File: config.mk
export PLATFORM = sky130hd
export DESIGN_NAME = half_to_int
export DESIGN_NICKNAME = d
export VERILOG_FILES = /design/src/rtl/half_to_int.sv
export SDC_FILE = /design/constraint.sdc
export NUM_CORES = 1
export LEC_CHECK = 0
export CORE_MARGIN = 8
export CORE_UTILIZATION = 44
export DETAILED_ROUTE_END_ITERATION = 8
export PLACE_DENSITY = 0.65
export SYNTH_ARGS = -nofsm -noshare
export SYNTH_HDL_FRONTEND = slang
export SYNTH_SLANG_ARGS = --single-unit
export TNS_END_PERCENT = 100
File: constraint.sdc
create_clock -name clk -period 4.1 [get_ports clk]
set_input_delay 0.615 -clock clk [delete_from_list [all_inputs] [get_ports clk]]
set_output_delay 0.615 -clock clk [all_outputs]
set_load 0.1 [all_outputs]
File: src/rtl/half_to_int.sv
// Iterative IEEE754 half-precision to signed integer converter with R_I/R_O pulse handshake.
// Define HALF_TO_INT_ROUND_EN for round-to-nearest-even; default build truncates toward zero.
module half_to_int #(
    parameter int unsigned DATA_W = 16
) (
    input  logic              clk,
    input  logic              reset,
    input  logic [15:0]       dataIn,
    input  logic              R_I,
    output logic [DATA_W-1:0] dataOut,
    output logic              R_O,
    output logic              REG_ERROR,
    output logic              busy
);
    localparam int unsigned MW = DATA_W + 11;
    localparam logic [MW-1:0] POS_LIM = {{(MW-DATA_W+1){1'b0}}, {(DATA_W-1){1'b1}}};
    localparam logic [MW-1:0] NEG_LIM = {{(MW-DATA_W){1'b0}}, 1'b1, {(DATA_W-1){1'b0}}};
    localparam logic [DATA_W-1:0] INT_MAX = {1'b0, {(DATA_W-1){1'b1}}};
    localparam logic [DATA_W-1:0] INT_MIN = {1'b1, {(DATA_W-1){1'b0}}};

    typedef enum logic [2:0] {
        S_IDLE,
        S_UNPACK,
        S_SHIFT,
        S_SIGN,
        S_DONE
    } state_t;

    state_t             r_state;
    state_t             w_next;
    logic [MW-1:0]      r_mant;
    logic [4:0]         r_exp;
    logic               r_sign;
    logic               r_left;
    logic               r_err;
    logic               r_nan;
    logic [4:0]         r_cnt;
    logic [DATA_W-1:0]  r_dataOut;

    logic               w_special;
    logic               w_small;
    logic               w_left;
    logic [4:0]         w_shamt;
    logic [MW-1:0]      w_mag;
    logic               w_ovf;
    logic [DATA_W-1:0]  w_result;

    assign w_special = (r_exp == 5'd31);
    assign w_small   = (r_exp < 5'd15);
    assign w_left    = (r_exp > 5'd25);
    // Hidden-bit mantissa is worth 2^10, so the binary point sits at e = 25.
    assign w_shamt   = w_left ? (r_exp - 5'd25) : (5'd25 - r_exp);

`ifdef HALF_TO_INT_ROUND_EN
    logic r_guard;
    logic r_sticky;
    logic w_inc;

    assign w_inc = r_guard & (r_sticky | r_mant[0]);
    assign w_mag = r_mant + {{(MW-1){1'b0}}, w_inc};
`else
    assign w_mag = r_mant;
`endif

    always_comb begin
        w_ovf = r_sign ? (w_mag > NEG_LIM) : (w_mag > POS_LIM);
        if (r_err && r_nan) begin
            w_result = '0;
        end else if (r_err || w_ovf) begin
            w_result = r_sign ? INT_MIN : INT_MAX;
        end else if (r_sign) begin
            w_result = -w_mag[DATA_W-1:0];
        end else begin
            w_result = w_mag[DATA_W-1:0];
        end
    end

    always_ff @(posedge clk or negedge reset) begin
        if (!reset) begin
            r_state <= S_IDLE;
        end else begin
            r_state <= w_next;
        end
    end

    always_comb begin
        w_next = r_state;
        case (r_state)
            S_IDLE: begin
                if (R_I) w_next = S_UNPACK;
            end
            S_UNPACK: begin
                if (w_special || w_small || (w_shamt == 5'd0)) w_next = S_SIGN;
                else                                          w_next = S_SHIFT;
            end
            S_SHIFT: begin
                if (r_cnt == 5'd1) w_next = S_SIGN;
            end
            S_SIGN:  w_next = S_DONE;
            S_DONE:  w_next = S_IDLE;
            default: w_next = S_IDLE;
        endcase
    end

    always_ff @(posedge clk or negedge reset) begin
        if (!reset) begin
            r_mant    <= '0;
            r_exp     <= '0;
            r_sign    <= 1'b0;
            r_left    <= 1'b0;
            r_err     <= 1'b0;
            r_nan     <= 1'b0;
            r_cnt     <= '0;
            r_dataOut <= '0;
`ifdef HALF_TO_INT_ROUND_EN
            r_guard   <= 1'b0;
            r_sticky  <= 1'b0;
`endif
        end else begin
            case (r_state)
                S_IDLE: begin
                    if (R_I) begin
                        r_sign <= dataIn[15];
                        r_exp  <= dataIn[14:10];
                        r_mant <= {{(MW-11){1'b0}}, 1'b1, dataIn[9:0]};
                        r_err  <= 1'b0;
                        r_nan  <= 1'b0;
`ifdef HALF_TO_INT_ROUND_EN
                        r_guard  <= 1'b0;
                        r_sticky <= 1'b0;
`endif
                    end
                end
                S_UNPACK: begin
                    r_cnt  <= w_shamt;
                    r_left <= w_left;
                    if (w_special) begin
                        r_err  <= 1'b1;
                        r_nan  <= |r_mant[9:0];
                        r_mant <= '0;
                    end else if (w_small) begin
                        r_mant <= '0;
`ifdef HALF_TO_INT_ROUND_EN
                        // Only [0.5,1) can round up: the hidden bit becomes the guard.
                        r_guard  <= (r_exp == 5'd14);
                        r_sticky <= |r_mant[9:0];
`endif
                    end
                end
                S_SHIFT: begin
                    r_cnt <= r_cnt - 5'd1;
                    if (r_left) begin
                        r_mant <= r_mant << 1;
                    end else begin
                        r_mant <= r_mant >> 1;
`ifdef HALF_TO_INT_ROUND_EN
                        r_guard  <= r_mant[0];
                        r_sticky <= r_sticky | r_guard;
`endif
                    end
                end
                S_SIGN: begin
                    r_dataOut <= w_result;
                    r_err     <= r_err | w_ovf;
                end
                default: begin
                end
            endcase
        end
    end

    assign dataOut   = r_dataOut;
    assign R_O       = (r_state == S_DONE);
    assign REG_ERROR = (r_state == S_DONE) && r_err;
    assign busy      = (r_state != S_IDLE);

endmodule

After elaboration in Yosys (flattened, before gate mapping)
Cells that the tools add are included.
{"block": "classes", "n_addsub": 4, "n_mul": 0, "div": 0, "n_lt_le_gt_ge": 4, "eq_ne": 10, "n_shift": 0, "mux": 21, "bitwise_logic": 1, "reduce_logical": 18}
{"cell": "27-bit two-way mux", "count": 4}
{"cell": "27-bit case mux with 3 select lines", "count": 1}
{"cell": "16-bit two-way mux", "count": 4}
{"cell": "27-bit by 15-bit greater-than comparator with 1-bit output, second input constant", "count": 1}
{"cell": "27-bit by 16-bit greater-than comparator with 1-bit output, second input constant", "count": 1}
{"cell": "16-bit negator", "count": 1}
{"cell": "3-bit case mux with 4 select lines", "count": 1}
{"cell": "5-bit case mux with 2 select lines", "count": 1}
{"cell": "10-bit OR reduction", "count": 1}
{"cell": "3-bit AND reduction", "count": 3}
{"cell": "3-bit nonzero test", "count": 3}
{"cell": "3-bit by 2-bit == test with 1-bit output, second input constant", "count": 2}
{"cell": "3-bit two-way mux", "count": 2}
{"cell": "2-bit != test, second input constant", "count": 3}
{"cell": "5-bit by 1-bit == test with 1-bit output, second input constant", "count": 1}
{"cell": "5-bit == test, second input constant", "count": 1}
{"cell": "5-bit greater-than comparator, second input constant", "count": 1}
{"cell": "5-bit logical NOT", "count": 1}
{"cell": "5-bit by 4-bit less-than comparator with 1-bit output, second input constant", "count": 1}
{"cell": "1-bit two-way mux", "count": 5}
{"cell": "5-bit two-way mux", "count": 1}
{"cell": "5-bit by 1-bit subtractor with 5-bit output, second input constant", "count": 1}
{"cell": "5-bit subtractor, first input constant", "count": 1}
{"cell": "5-bit subtractor, second input constant", "count": 1}
{"cell": "other kinds (11)", "count": 16}
{"block": "totals", "regBits": 60, "latchBits": 0, "mem_bits_rw": 0, "rom_bits": 0, "in_bits": 19, "out_inout_bits": 19, "elab_cells": 67, "mem_count": 0}

Longest topological paths before layout
{"block": "logic_depth", "ltp_word": 6, "mapped_depth": 8, "depth_no_buf": 7}

Worst setup path after synthesis
OpenSTA, ideal clock, no wires.
{"block": "synth_timing", "path_kind": "flip-flop to flip-flop", "startpoint": "register r_state[1]", "endpoint": "register r_exp[3]", "setup_time_ps": 125, "t_arrival_ps": 2176, "required_ps": 3975, "setup_slack_ps": 1799, "stages_incl_launch_ff": 5, "n_path_buf": 1, "period_less_slack_ps": 2301, "path_cell_list": "dfrtp_1 > clkbuf_1 > or3_1 > nor2_1 > mux2_2"}
{"block": "synth_via", "elab_chain_cells": 2}
{"element": "start: declaration", "line_no": "29", "rtl": "state_t r_state;"}
{"element": "start signal: assignment", "line_no": "82", "rtl": "r_state <= w_next;"}
{"element": "3-bit logical NOT", "line_no": "120", "rtl": "case (r_state)"}
{"element": "2-bit AND reduction (no line)"}
{"element": "end signal: assignment", "line_no": "124", "rtl": "r_exp <= dataIn[14:10];"}
{"element": "end: declaration", "line_no": "32", "rtl": "logic [4:0] r_exp;"}
No other way between the ends.
A chain may end at the register's enable or synchronous reset.

Final worst setup path
{"block": "layout_timing", "startpoint": "register r_state[1]", "endpoint": "output port R_O"}
{"block": "layout_via", "elab_chain_cells": 1}
{"element": "3-bit == test", "line_no": "173", "rtl": "assign R_O = (r_state == S_DONE);"}
{"element": "end: declaration", "line_no": "11", "rtl": "output logic R_O,"}
No other way between the ends.

==> impl_results.md <==
* Worst path required time at 3.48 ns
* Row count at 32
* Layout cell share with drive strength beyond 1 at 0.0719
* Port Buf Inserts at 37
* CP Data Arrival Time at 2.30 ns
* Placeable Area at 0.00777 mm2
* Delay-heaviest family, CP: buffers and inverters
* Total CTS buffers at 9
* Synthesized area at 0.00354 mm2
* Largest cells by area after synthesis: dfrtp_1 42%, mux2i_1 7.1%, nand2_1 6.2%
* Setup_tns at 0 ns
* Root Driver: clkbuf_8
* Hpwl dp at 5670 um
* Fin crit period at 2.92 ns
* Final setup margin at 1.18 ns
* Fin cells at 519
* Setup bufs post-CTS at 0
* DR iter-0 viols at 136
* GR Util All Layers at 0.150
* RSZ-0062 raised after global routing: false
* DP Cell Count at 503
* Final wirelength at 8020 um
* Cts hold-fix bufs at 0
* CP startpoint kind: flip-flop
* Critical path's slowest cell: clkdlybuf4s50_1
* Fmax at 343 MHz
* Worst-path clk slew at 0.07 ns
* Worst slew pin tran at 1.06 ns
* Initial antenna violation count at 0
* Placed Instance Area at 0.00393 mm2
* Slew Viols, Final at 0
* Fin area at 0.00415 mm2
* Final worst path period share at 0.711
* Post-synthesis sequential element count at 60
* Final Skew at 0.00693 ns
* Final Hold Vio Count at 0
* Die ar. at 0.0112 mm2
* Number of synthesized flops with an enable pin at 0
* Starting Density at 0.455
* Die Ht at 106 um
* WL/cell at 15.4 um
* Net Count, Synth at 419
* Mean Syn Cell Area at 9.09 um2
* Area added between synthesis and finish at 17.2%
* Post_cts resized at 0
* Post-synth top cells: 60 x dfrtp_1, 58 x nand2_1, 42 x o21ai_0, 29 x a21oi_1, 25 x mux2i_1
* DR pass1 iterations at 6
* Vias in the first global route at 2872
* Worst Setup Path Type: reg2out
* Io pins at 38
* Setup Viol. Count Final at 0
* WP buf/inv at 1
* Crit end category: output pin
* Sequential area share after synthesis at 0.424
* Total grt overflow at 0
* Synth Instances at 389
* Area leader, netlist: dfrtp_1
* Status: completed
* Clock sink count at 60
* Synth unique cells at 55
* Vias per cell at 5.58
* Largest net degree at the start of global routing at 41
* Largest stage delay, worst path at 1.14 ns
* Max Root-Sink Buffers at 2
* RD Place Congestion at 0.781
* Nets at 442
* Drt drc at 0
* CTS tree: yes
* DR vias at 2898
* CTS H-Tree Depth at 3
* Worst path cell trace: nor2_1, and2_1, clkdlybuf4s50_1
* Worst-path maximum fanout at 9
* Yosys warnings at 0
* Worst slack at placement at 1.56 ns
* Global-route wire length before repair at 13900 um
* ANT nets after route at 0
* Most frequent cell after synthesis: dfrtp_1
* Die width at 106 um
* Max-Slew Margin vs Limit at 0.291
* Most used DFF post-synth: dfrtp_1
* ANT cells at 0
* Clk Latency, worst-skew pair at 0.35 ns
* Top cell type's share of synthesized area at 0.424
* HP Class: in2async
* Max-Cap Viols at 0
* FFs w/ async S/R, synth at 1.00
-- sequential cells by signal (all words and copies together), names as in the netlist --
register and count:
dataOut 16, r_cnt 5, r_err 1, r_exp 5
r_left 1, r_mant 27, r_nan 1, r_sign 1
r_state 3
-- layout make-up --
type,count,area [um2]
multi-input cells,290,1870
well taps,102,128
flip-flops and latches,60,1500
clock inverters,4,72.6
inverters,12,45.0
repair buffers,39,380
fillers,758,3620
clock buffers,12,145
-- kinds of logic after synthesis --
group | after synthesis | synth area share
compound gates | 117 | 0.206
fa+ha+maj | 11 | 0.0389
xor+xnor | 17 | 0.0421
buf+inv | 39 | 0.0460
flops | 60 | 0.424
simple gates | 115 | 0.156
mux | 30 | 0.0867
-- routing by layer --
metal  vias to the layer above  track usage  share of wire
li1                       1435            -              -
met4                         0       0.0714          0.016
met1                      1392        0.195           0.47
met5                         -            0              0
met2                        59        0.228           0.47
met3                        12       0.0390          0.048
-- stage by stage --
step	hold slack, ns	utilization
global route	0.474	0.534
CTS	0.424	0.534
floorplan	0.319	-
global placement	0.466	0.506
detailed placement	0.475	0.506
finish	0.386	0.534
-- final timing paths --
path                            startpoint           to  slack [ns]  cells after the start
worst max register to register   r_mant[9]  dataOut[14]        1.64                      5
worst min register to register  dataOut[2]   dataOut[2]        0.48                      2
max in group asynchronous            reset   r_mant[20]        2.90                      2
min in group clk                dataOut[2]   dataOut[2]        0.48                      2
worst max-delay path            r_state[1]          R_O        1.18                      3
worst min-delay path                 reset        r_err        0.39                      1
-- placed cells by master (no fill, tap or decap), types with 3 or more instances in the layout --
cell type        instances
o41ai_1                  3
mux2_2                   5
mux2i_1                 25
ha_1                    11
o21ai_0                 42
nand3_1                  3
nor2_1                  16
nor4_1                   6
nand2_1                 58
o211ai_1                 3
clkdlybuf4s50_1         36
or3_1                    4
a221oi_1                 3
a21oi_1                 29
nor3_1                   5
o21ai_1                 10
or4_1                    4
o31ai_1                  6
dfrtp_1                 60
xnor2_1                 16
and3_1                   3
clkbuf_8                10
inv_1                   12
Power is not shown: default switching activity piles up to over one toggle a cycle in this logic, so the estimate is an artifact.
